**src/rtl/if_fetch_stage_pkg.sv**
```systemverilog
// Shared fetch-pipeline definitions: NOP encoding, default parameters and
// the fetch-buffer entry layout.
package if_fetch_stage_pkg;

  localparam logic [31:0] NOP_INSTR        = 32'h0000_0013;
  localparam logic [31:0] RESET_PC_DEFAULT = 32'h0000_0000;
  localparam int          FQ_DEPTH_DEFAULT = 2;

  typedef struct packed {
    logic [31:0] pc;
    logic [31:0] instr;
    logic        ready;
  } fetch_entry_t;

  function automatic logic [31:0] word_align(input logic [31:0] addr);
    return {addr[31:2], 2'b00};
  endfunction

endpackage

```
**src/rtl/if_fetch_stage_fetch_buf.sv**
```systemverilog
// Circular fetch buffer: entries are allocated at the tail when a request is
// accepted, filled in order as responses return, and popped from the head.
module fetch_buf
  import if_fetch_stage_pkg::*;
#(
  parameter  int DEPTH = FQ_DEPTH_DEFAULT,
  localparam int PTR_W = (DEPTH > 1) ? $clog2(DEPTH) : 1,
  localparam int CNT_W = $clog2(DEPTH + 1)
) (
  input  logic               clk,
  input  logic               reset,
  input  logic               flush_i,
  input  logic               alloc_i,
  input  logic [31:0]        alloc_pc_i,
  input  logic               fill_i,
  input  logic [31:0]        fill_instr_i,
  input  logic               pop_i,
  output fetch_entry_t       head_o,
  output logic [CNT_W-1:0]   ready_cnt_o
);

  fetch_entry_t     entries_q [DEPTH];
  logic [PTR_W-1:0] head_q, head_d;
  logic [PTR_W-1:0] tail_q, tail_d;
  logic [PTR_W-1:0] fill_q, fill_d;
  logic [CNT_W-1:0] ready_cnt_q, ready_cnt_d;

  function automatic logic [PTR_W-1:0] ptr_inc(input logic [PTR_W-1:0] p);
    if (p == PTR_W'(DEPTH - 1)) return '0;
    return p + 1'b1;
  endfunction

  always_comb begin
    head_d      = head_q;
    tail_d      = tail_q;
    fill_d      = fill_q;
    ready_cnt_d = ready_cnt_q + CNT_W'(fill_i) - CNT_W'(pop_i);
    if (pop_i)   head_d = ptr_inc(head_q);
    if (alloc_i) tail_d = ptr_inc(tail_q);
    if (fill_i)  fill_d = ptr_inc(fill_q);
  end

  // The ready flag doubles as the entry-valid bit, so clearing it is enough
  // to flush; pc/instr payloads need no reset.
  always_ff @(posedge clk) begin
    if (reset || flush_i) begin
      head_q      <= '0;
      tail_q      <= '0;
      fill_q      <= '0;
      ready_cnt_q <= '0;
      for (int i = 0; i < DEPTH; i++) entries_q[i].ready <= 1'b0;
    end else begin
      head_q      <= head_d;
      tail_q      <= tail_d;
      fill_q      <= fill_d;
      ready_cnt_q <= ready_cnt_d;
      if (pop_i) entries_q[head_q].ready <= 1'b0;
      if (alloc_i) begin
        entries_q[tail_q].pc    <= alloc_pc_i;
        entries_q[tail_q].ready <= 1'b0;
      end
      if (fill_i) begin
        entries_q[fill_q].instr <= fill_instr_i;
        entries_q[fill_q].ready <= 1'b1;
      end
    end
  end

  assign head_o      = entries_q[head_q];
  assign ready_cnt_o = ready_cnt_q;

endmodule

```
**src/rtl/if_fetch_stage.sv**
```systemverilog
// Instruction-fetch stage: owns the PC, issues in-order word fetches under a
// credit limit, buffers responses and presents {pc, instr} to decode.
module if_fetch_stage
  import if_fetch_stage_pkg::*;
#(
  parameter logic [31:0] RESET_PC = RESET_PC_DEFAULT,
  parameter int          FQ_DEPTH = FQ_DEPTH_DEFAULT
) (
  input  logic        clk,
  input  logic        reset,
  input  logic        stall,
  input  logic        redirect_valid,
  input  logic [31:0] redirect_pc,
  output logic        imem_req_valid,
  output logic [31:0] imem_req_addr,
  input  logic        imem_req_ready,
  input  logic        imem_resp_valid,
  input  logic [31:0] imem_resp_data,
  output logic        if_valid,
  output logic [31:0] if_pc,
  output logic [31:0] if_instr
);

  localparam int CNT_W = $clog2(FQ_DEPTH + 1);

  logic [31:0]      pc_q, pc_d;
  logic [CNT_W-1:0] inflight_q, inflight_d;
  logic [CNT_W-1:0] drop_q, drop_d;

  fetch_entry_t     head;
  logic [CNT_W-1:0] ready_cnt;
  logic             pop, accept, resp_drop, resp_fill, credit_ok;
  logic [CNT_W+1:0] committed;

  // Handshakes: a request transfers on a cycle where imem_req_valid and
  // imem_req_ready are both high; valid never depends on ready. Responses are
  // valid-only and always accepted; the credit limit below guarantees room.
  always_comb begin
    pop       = !reset && head.ready && !stall;
    // Drops still count against credit so outstanding memory requests never
    // exceed FQ_DEPTH; a same-cycle pop frees its slot to sustain 1 instr/cycle.
    committed = (CNT_W+2)'(inflight_q) + (CNT_W+2)'(drop_q)
              + (CNT_W+2)'(ready_cnt) - (CNT_W+2)'(pop);
    credit_ok = committed < (CNT_W+2)'(FQ_DEPTH);

    imem_req_valid = !reset && !redirect_valid && credit_ok;
    imem_req_addr  = pc_q;
    accept         = imem_req_valid && imem_req_ready;

    resp_drop = imem_resp_valid && (drop_q != '0);
    resp_fill = imem_resp_valid && (drop_q == '0) && (inflight_q != '0);

    if_valid = !reset && head.ready;
    if_pc    = if_valid ? head.pc : 32'h0;
    if_instr = if_valid ? head.instr : NOP_INSTR;
  end

  always_comb begin
    pc_d       = pc_q;
    inflight_d = inflight_q;
    drop_d     = drop_q;
    if (redirect_valid) begin
      // Everything still outstanding becomes wrong-path; a response landing
      // this cycle is itself discarded and retires one of them.
      pc_d       = word_align(redirect_pc);
      inflight_d = '0;
      drop_d     = drop_q + inflight_q
                 - CNT_W'(imem_resp_valid && ((drop_q != '0) || (inflight_q != '0)));
    end else begin
      if (accept) pc_d = pc_q + 32'd4;
      inflight_d = inflight_q + CNT_W'(accept) - CNT_W'(resp_fill);
      drop_d     = drop_q - CNT_W'(resp_drop);
    end
  end

  always_ff @(posedge clk) begin
    if (reset) begin
      pc_q       <= RESET_PC;
      inflight_q <= '0;
      drop_q     <= '0;
    end else begin
      pc_q       <= pc_d;
      inflight_q <= inflight_d;
      drop_q     <= drop_d;
    end
  end

  fetch_buf #(.DEPTH(FQ_DEPTH)) u_fetch_buf (
    .clk          (clk),
    .reset        (reset),
    .flush_i      (redirect_valid),
    .alloc_i      (accept),
    .alloc_pc_i   (pc_q),
    .fill_i       (resp_fill && !redirect_valid),
    .fill_instr_i (imem_resp_data),
    .pop_i        (pop && !redirect_valid),
    .head_o       (head),
    .ready_cnt_o  (ready_cnt)
  );

endmodule

```
**config.mk**
```make
export PLATFORM = sky130hd
export DESIGN_NAME = if_fetch_stage
export DESIGN_NICKNAME = d
export VERILOG_FILES = /design/src/rtl/if_fetch_stage_pkg.sv /design/src/rtl/if_fetch_stage_fetch_buf.sv /design/src/rtl/if_fetch_stage.sv
export SDC_FILE = /design/constraint.sdc
export NUM_CORES = 1
export LEC_CHECK = 0
export BUFFER_PORTS_ARGS = -buffer_cell sky130_fd_sc_hd__buf_2
export CAP_MARGIN = 20
export CORE_ASPECT_RATIO = 1.2
export CORE_MARGIN = 1
export CORE_UTILIZATION = 54
export DETAILED_ROUTE_END_ITERATION = 10
export PLACE_DENSITY_LB_ADDON = 0.05
export SYNTH_ARGS = -nofsm -noshare
export SYNTH_HDL_FRONTEND = slang
export SYNTH_SLANG_ARGS = --single-unit
```
**constraint.sdc**
```tcl
create_clock -name clk -period 6.8 [get_ports clk]
set_input_delay 0 -clock clk [delete_from_list [all_inputs] [get_ports clk]]
set_output_delay 0 -clock clk [all_outputs]
set_load 0.02 [all_outputs]
```
==> flow_summary.json, run 1 <==
{
  "status": "complete, no violations",
  "powerDensity_mw_per_mm2": 245,
  "p_sw_mw": 0.535,
  "drt-total-wl_mm": 15.8,
  "yosys-top-cells-area": "edfxtp_1 (52%), dfxtp_1 (12%), mux2i_1 (9.2%), nor2_1 (5.0%), xnor2_1 (3.2%)",
  "hp-start": "redirect_pc[28]",
  "rsz0062_at_grt": "no",
  "tightestPinTransition_ns": 1.10,
  "pin_count": 168,
  "rows": 45,
  "synth_top_area_share_pct": 51.8,
  "synth_area_mm2": 0.00719,
  "path_clk_slew_ns": 0.06,
  "cts_made_buffers": 17,
  "seqPwrFrac_pct": 49.8,
  "synth_edf_count": 124,
  "setup_tns_ns": 0,
  "min_period_ns": 5.45,
  "wl_per_cell_um": 16.3,
  "fmax_ghz": 0.184,
  "cp.required_ns": 6.84,
  "h-tree-depth": 4,
  "ys_seq_area_share_pct": 63.5,
  "ys_warn_count": 0,
  "finalMaxSlewViolations": 0,
  "dpl.hpwl_mm": 9.68,
  "setup_viol": 0,
  "crit_path_end_kind": "register",
  "fin_skew_ns": 0.0116,
  "p_int_mw": 1.75,
  "vias_per_cell": 5.35,
  "cts-root-buf": "clkbuf_16",
  "crit_type": "register to register",
  "fin_crit_sh_pct": 80.1,
  "hold_viol": 0,
  "power.share.clock_pct": 42.1,
  "final_design_area_no_fill_mm2": 0.00933,
  "vias": 5173,
  "leakage_nw": 3.60,
  "drive_gt1_share_pct": 26.4,
  "drc": 0,
  "yosysUniqueCellTypes": 55,
  "synth-seq-cells": 166,
  "dpl_cell_area_mm2": 0.00812,
  "antenna_found_initial": 0,
  "dieArea_mm2": 0.0138,
  "crit_fanout": 31,
  "grt_max_degree": 63,
  "stdcell_count": 967,
  "synth_top_cells_by_count": "edfxtp_1 (124), nor2_1 (95), mux2i_1 (66)",
  "layout.nets": 874,
  "min_path_type": "primary input to register",
  "ys.flop_type": "edfxtp_1",
  "cp-start-kind": "register",
  "arrival_ns": 5.48,
  "placed_cells": 874,
  "comb_power_share_pct": 8.1,
  "io_buffers": 161,
  "area_growth_syn_to_layout_pct": 29.7,
  "yosys.area.top_type": "edfxtp_1",
  "reg2reg_slack_ns": 1.35,
  "clock_sinks": 166,
  "die_y_um": 128,
  "core_mm2": 0.0128,
  "yosysMostFrequentCell": "edfxtp_1",
  "antenna-diode-count": 0,
  "clock_latency_ns": 0.42,
  "hold_ws_ns": 0.0174,
  "cts_tree": "built",
  "initialDrtViolationCount": 302,
  "clockBufferDepth": 2,
  "grt_util_all_layers_pct": 23.9,
  "overflow": 0,
  "synthesis.instances": 576,
  "die_w_um": 107,
  "cap_violations": 0,
  "grt_pass1_vias": 5079,
  "start_util_pct": 56.0,
  "async_flop_share_pct": 0,
  "syn_avg_cell_area_um2": 12.5,
  "grt_pass1_wl_mm": 25.2,
  "postRouteAntennaNets": 0,
  "gp_congestion": 0.793,
  "p_sw_share_pct": 23.5,
  "slew-limit-headroom_pct": 26.6,
  "drt_first_pass_iters": 5,
  "post_cts_buffers": 0,
  "peakVddDrop_mv": 0.200
}
critical path, stage by stage, from the launching register on:
cell and delay [ns]:
dfxtp_4 0.34, mux2i_1 0.10, or2_2 0.28, nor2_1 0.26, ha_1 0.30, inv_1 0.06, ha_1 0.22, a21o_1 0.16
ha_1 0.19, fa_1 0.46, nor3_2 0.34, nand3_1 0.63, nor2_1 0.51, inv_1 0.34, nor2_4 0.86
power by group through the flow:
stage,clock network (mW),logic [mW],registers (mW)
finish,0.960,0.184,1.14
global route,1.02,0.204,1.14
CTS,0.967,0.184,1.14
detailed placement,0,0.156,1.16
global placement,0,0.151,1.16
floorplan,0,0.0884,1.17
worst paths after layout:
kind                                                endpoint  cells after the start
worst max-delay path            u_fetch_buf.entries_q[0][50]                     14
worst min register to register   u_fetch_buf.entries_q[1][0]                      1
worst min-delay path                       imem_req_addr[28]                      4
worst max register to register  u_fetch_buf.entries_q[0][50]                     14
cell type report:
class                      count  area, um2
inverter                      20       76.3
timing repair buffer         227       1450
clock inverter                15        174
sequential                   166       4570
clock buffer                  17        425
tap                          164        205
fill                         903       3500
multi-input combinational    358       2430
registers in the layout, indices dropped and copies added, names as in the netlist, named ones only:
signal and count:
u_fetch_buf.tail_q 1, inflight_q 2, u_fetch_buf.entries_q 126, drop_q 2, u_fetch_buf.ready_cnt_o 2, imem_req_addr 30
u_fetch_buf.head_q 1, u_fetch_buf.fill_q 1
what timing repair did:
item	4_1_cts	5_1_grt
hold endpoints to repair	91	0
hold buffers	61	0
gates resized for setup	0	0
logic make-up after synthesis:
family | synth area share (%)
AND/OR/NAND/NOR | 13.0
multiplexers | 9.34
other | 0.0521
flip-flops | 63.5
buffers and inverters | 3.13
AO/OA/AOI/OAI | 4.38
adder cells (fa/ha/maj) | 2.64
XOR/XNOR | 4.00
metrics by stage:
stage | worst slack (ns) | utilization [%] | total power [mW]
finish | 1.35 | 72.7 | 2.28
global route | 0.985 | 72.7 | 2.36
CTS | 1.37 | 72.7 | 2.29
detailed placement | 1.38 | 63.3 | 1.32
global placement | 1.52 | 63.3 | 1.31
floorplan | 1.42 | - | 1.26
metal layers:
layer  up-vias  track usage (%)  part of all wire (%)
li1       2498                -                     -
met1      2479             29.5                    42
met2       177             41.7                    51
met3        19             4.41                   5.0
met4         0             9.27                   1.4
met5         -                0                     0
cell usage in the layout, fill, tap and decap left out, types with 5 or more instances in the layout:
| cell type | netlist | final |
|---|---|---|
| clkbuf_16 | 0 | 17 |
| ha_1 | 12 | 12 |
| and2_1 | 7 | 7 |
| dfxtp_1 | 42 | 41 |
| nor3_1 | 10 | 10 |
| nand4_1 | 8 | 8 |
| nor4_1 | 8 | 8 |
| a211oi_1 | 13 | 13 |
| buf_4 | 4 | 5 |
| xnor2_1 | 26 | 26 |
| buf_2 | 2 | 161 |
| a21oi_1 | 8 | 8 |
| o21ai_0 | 6 | 6 |
| mux2i_1 | 66 | 66 |
| inv_1 | 18 | 18 |
| dlygate4sd3_1 | 0 | 61 |
| edfxtp_1 | 124 | 124 |
| nand3_1 | 14 | 14 |
| and3_1 | 6 | 6 |
| nand2_1 | 25 | 25 |
| nor2_1 | 95 | 93 |
| xor2_1 | 5 | 5 |
Note: power is estimated with default switching activity, not from simulation.
==> run 2, diff against run 1 <==
==> constraint.sdc (replaced) <==
create_clock -name clk -period 5.55 [get_ports clk]
set_input_delay 0 -clock clk [delete_from_list [all_inputs] [get_ports clk]]
set_output_delay 0 -clock clk [all_outputs]
set_load 0.02 [all_outputs]
==> flow_summary.json, run 2 (synthesis gave the netlist of run 1 again) <==
{
  "status": "complete, no violations",
  "cp.required_ns": 5.60,
  "clockBufferDepth": 2,
  "p_total_mw": 2.81,
  "antenna_found_initial": 0,
  "powerDensity_mw_per_mm2": 300,
  "largest_register_ffs": 126,
  "cp-start-kind": "register",
  "grt_max_degree": 63,
  "peakVddDrop_mv": 0.216,
  "hold_viol": 0,
  "dieArea_mm2": 0.0138,
  "initialDrtViolationCount": 319,
  "fillerInstances": 895,
  "postRouteAntennaNets": 0,
  "min_path_type": "primary input to register",
  "setup_viol": 0,
  "slowest_stage": "nor2_4",
  "wl_per_cell_um": 16.4,
  "setup_tns_ns": 0,
  "final_common_cell": "buf_2",
  "highest_layer": "met4",
  "grt_util_all_layers_pct": 23.9,
  "vias": 5177,
  "crit_fanout": 31,
  "crit_type": "register to register",
  "min_period_ns": 4.68,
  "rsz0062_at_grt": "no",
  "fin_skew_ns": 0.0118,
  "drive_gt1_share_pct": 26.6,
  "layout_common_cells": "buf_2 (161), edfxtp_1 (124), nor2_1 (93), mux2i_1 (66), dlygate4sd3_1 (61)",
  "vias_per_cell": 5.34,
  "critPathMaxStageDelay_ns": 0.84,
  "die_y_um": 128,
  "hp-start": "redirect_pc[21]",
  "pin_count": 168,
  "core_mm2": 0.0128,
  "gp_congestion": 0.796,
  "antenna-diode-count": 0,
  "h-tree-depth": 4,
  "dpl.hpwl_mm": 9.83,
  "largest_register": "u_fetch_buf.entries_q",
  "cts_made_buffers": 17,
  "met1Wirelength_mm": 6.76,
  "grt_pass1_wl_mm": 25.0,
  "wl_met3_um": 804,
  "clock_sinks": 166,
  "io_buffers": 161,
  "cap_violations": 0,
  "drc": 0,
  "clock_latency_ns": 0.43,
  "crit_buf_inv": 2,
  "arrival_ns": 4.73,
  "grt_pass1_vias": 5114,
  "rows": 45,
  "crit_path_end_kind": "register",
  "tightestPinTransition_ns": 1.08,
  "path_clk_slew_ns": 0.07,
  "drt-total-wl_mm": 15.9,
  "start_util_pct": 56.0,
  "path_cells": "mux2i_1 > or2_2 > nor2_1 > ha_1 > inv_1 > ha_1 > a21o_1 > ha_1 > fa_1 > nor3_2 > nand3_1 > nor2_1 > inv_1 > nor2_4",
  "layout.nets": 876,
  "leakage_nw": 3.61,
  "fin_crit_sh_pct": 84.4,
  "post_cts_buffers": 0,
  "overflow": 0,
  "finalMaxSlewViolations": 0,
  "die_w_um": 107,
  "cp_common_cell": "ha_1",
  "cts_tree": "built",
  "cts-root-buf": "clkbuf_16",
  "drt_first_pass_iters": 4,
  "fmax_ghz": 0.214,
  "dr_wl_met2_mm": 8.07,
  "area_growth_syn_to_layout_pct": 29.8,
  "critical_path.top_delay_family": "simple AND/OR/NAND/NOR gates",
  "slew-limit-headroom_pct": 28.0
}
-- run 2: changes by cell type in the layout (fill, tap and decap cells not counted), sizes merged --
cell      previous run  this run
clkbuf              17        18
clkinv               7         4
clkinvlp             4         2
inv                 22        26
buf                166       168
-- run 2: worst min-delay path: cells and delay by family --
family	cells	cell delay (ns)
compound gates	2	0.20
simple gates	1	0.12
buf+inv	1	0.08
-- run 2: cell type report --
type | count | area (um2) | share of cell area, %
timing repair buffer | 229 | 1470 | 15.7
tap | 164 | 205 | 2.20
multi-input combinational | 358 | 2430 | 26.0
clock inverter | 14 | 161 | 1.73
sequential | 166 | 4570 | 48.9
clock buffer | 18 | 429 | 4.60
inverter | 20 | 76.3 | 0.817
-- run 2: final timing paths --
kind / endpoint / slack, ns / depth (start not counted)
setup / recovery: u_fetch_buf.entries_q[0][51] / 0.87 / 14
hold / removal: imem_req_addr[21] / 0.02 / 4
setup reg to reg: u_fetch_buf.entries_q[0][51] / 0.87 / 14
hold reg to reg: u_fetch_buf.entries_q[1][0] / 0.51 / 1
-- run 2: routing by layer --
| metal | vias up | global-route usage [%] |
|---|---|---|
| met5 | - | 0 |
| met4 | 0 | 9.99 |
| met3 | 25 | 4.71 |
| met2 | 166 | 41.4 |
| met1 | 2478 | 29.2 |
| li1 | 2508 | - |
-- run 2: stage by stage --
step,worst slack (ns),util [%],hold slack (ns),instance area [um2],cells
after floorplan,0.170,-,0.0989,7200,579
after global placement,0.983,63.4,0.188,8140,876
after detailed placement,0.826,63.4,0.192,8140,876
after CTS,0.819,72.7,0.00727,9340,969
after global routing,0.516,72.7,0.0396,9340,969
final,0.866,72.7,0.0219,9340,969
-- run 2: what timing repair did --
action | in CTS | in global routing
hold buffers | 61 | 0
resized for setup | 0 | 0
endpoints found under the hold margin | 91 | 0
-- run 2: power by group --
group | switching [mW] | internal (mW) | total [mW]
clock | 0.505 | 0.676 | 1.18
combinational | 0.124 | 0.105 | 0.230
sequential | 0.0325 | 1.36 | 1.39
==> run 3, diff against run 2 <==
==> constraint.sdc (replaced) <==
create_clock -name clk -period 4.62 [get_ports clk]
set_input_delay 0 -clock clk [delete_from_list [all_inputs] [get_ports clk]]
set_output_delay 0 -clock clk [all_outputs]
set_load 0.02 [all_outputs]
==> flow_summary.json, run 3 (synthesis gave the netlist of run 1 again) <==
{
  "fillerInstances": 918,
  "setup_tns_ns": 0,
  "start_util_pct": 56.0,
  "dpl_cell_area_mm2": 0.00818,
  "p_int_mw": 2.51,
  "largest_register_ffs": 126,
  "hold_path_end": "u_fetch_buf.entries_q[0][0]",
  "drive_gt1_share_pct": 27.1,
  "gp_congestion": 0.801,
  "register_area_mm2": 0.00457,
  "min_period_ns": 4.18,
  "dpl.hpwl_mm": 10.1,
  "power.share.clock_pct": 40.5,
  "busiest_layer": "met2",
  "cts-root-buf": "clkbuf_16",
  "slew-limit-headroom_pct": 26.7,
  "seqPwrFrac_pct": 50.9,
  "hp-start": "stall",
  "hold_ws_ns": 0.0183,
  "io_buffers": 161,
  "reg2reg_slack_ns": 0.44,
  "antenna-diode-count": 0,
  "grt_pass1_vias": 5080,
  "p_total_mw": 3.29,
  "wl_per_cell_um": 16.5,
  "status": "complete, no violations",
  "hold_depth": 3,
  "drc": 0,
  "leakage_nw": 3.61,
  "hold_viol": 0,
  "setup_viol": 0,
  "p_sw_mw": 0.776,
  "fin_skew_ns": 0.00661,
  "antenna_found_initial": 0,
  "rows": 45,
  "cp-start-kind": "register",
  "crit_path_end_kind": "register",
  "final_common_cell": "buf_2",
  "final_design_area_no_fill_mm2": 0.00934,
  "layout_common_cells": "buf_2 (161), edfxtp_1 (124), nor2_1 (93), mux2i_1 (66), dlygate4sd3_1 (60)",
  "min_path_type": "primary input to register",
  "cap_violations": 0,
  "h-tree-depth": 4,
  "r2r_end": "imem_req_addr[23]",
  "peakVddDrop_mv": 0.261,
  "grt_max_degree": 63,
  "pre_cts_ws_ns": 0.420,
  "powerDensity_mw_per_mm2": 352,
  "layout.nets": 881,
  "dieArea_mm2": 0.0138,
  "cts-resized-gates": 0,
  "comb_power_share_pct": 8.6,
  "core_mm2": 0.0128,
  "cts_made_buffers": 17,
  "crit_fanout": 8,
  "layout_setup_ws_ns": 0.439,
  "overflow": 0,
  "postRouteAntennaNets": 0,
  "multi_input_area_mm2": 0.00243,
  "clock_latency_ns": 0.42,
  "cp.required_ns": 4.91,
  "clockBufferDepth": 2,
  "crit_type": "register to register",
  "fin_crit_sh_pct": 90.5,
  "initialDrtViolationCount": 335,
  "die_w_um": 107,
  "cts_tree": "built",
  "fmax_ghz": 0.239,
  "path_clk_slew_ns": 0.06,
  "grtUsageMet3_pct": 4.96,
  "rsz0062_at_grt": "no",
  "drt_first_pass_iters": 4,
  "p_sw_share_pct": 23.6,
  "vias": 5247,
  "area_growth_syn_to_layout_pct": 29.8,
  "clock_sinks": 166,
  "pin_count": 168,
  "post-route-util_pct": 72.7,
  "vias_per_cell": 5.39,
  "tightestPinTransition_ns": 1.10,
  "arrival_ns": 4.47,
  "placed_cells": 882,
  "gr-usage-met1_pct": 29.6,
  "finalMaxSlewViolations": 0,
  "grt_pass1_wl_mm": 25.5,
  "stdcell_count": 973,
  "largest_register": "u_fetch_buf.entries_q",
  "use_met2_pct": 42.3,
  "grt_util_all_layers_pct": 24.1,
  "die_y_um": 128,
  "drt-total-wl_mm": 16.0,
  "reg2reg_depth": 13
}
-- run 3: layout make-up --
| type | instances | share of cell area [%] |
|---|---|---|
| Inverter | 20 | 0.817 |
| Tap cell | 164 | 2.20 |
| Multi-Input combinational cell | 358 | 26.0 |
| Clock buffer | 17 | 4.56 |
| Clock inverter | 14 | 1.37 |
| Sequential cell | 166 | 48.9 |
| Timing Repair Buffer | 234 | 16.1 |
-- run 3: worst max-delay path by stage --
stage,startpoint,endpoint,cells past startpoint
floorplan,register,inflight_q[1],22
global placement,register,imem_req_addr[23],13
detailed placement,register,imem_req_addr[23],13
CTS,register,imem_req_addr[23],13
global route,register,imem_req_addr[23],13
finish,register,imem_req_addr[23],13
-- run 3: critical path: stages, from the launching register on --
cell	delay [ns]
dfxtp_4	0.34
mux2i_1	0.10
or2_2	0.29
nor2_1	0.21
ha_1	0.28
inv_1	0.05
ha_1	0.21
a21o_1	0.15
ha_1	0.18
fa_1	0.48
or4b_1	0.54
nand4b_4	0.25
or4_1	0.58
a2111oi_1	0.37
-- run 3: what timing repair did --
action / in CTS / in global routing
buffers inserted: 0 / 0
hold buffers: 60 / 0
hold endpoints to repair: 91 / 0
-- run 3: power groups by stage --
stage / combinational (mW) / clock [mW] / sequential (mW)
4_1_cts: 0.285 / 1.35 / 1.68
3_5_place_dp: 0.244 / 0 / 1.71
6_report: 0.283 / 1.33 / 1.68
5_1_grt: 0.311 / 1.41 / 1.68
3_3_place_gp: 0.234 / 0 / 1.70
2_1_floorplan: 0.131 / 0 / 1.72
-- run 3: layer usage --
layer	vias up	part of all wire (%)
li1	2513	-
met5	-	0
met3	30	4.7
met2	177	51
met1	2527	42
met4	0	1.9
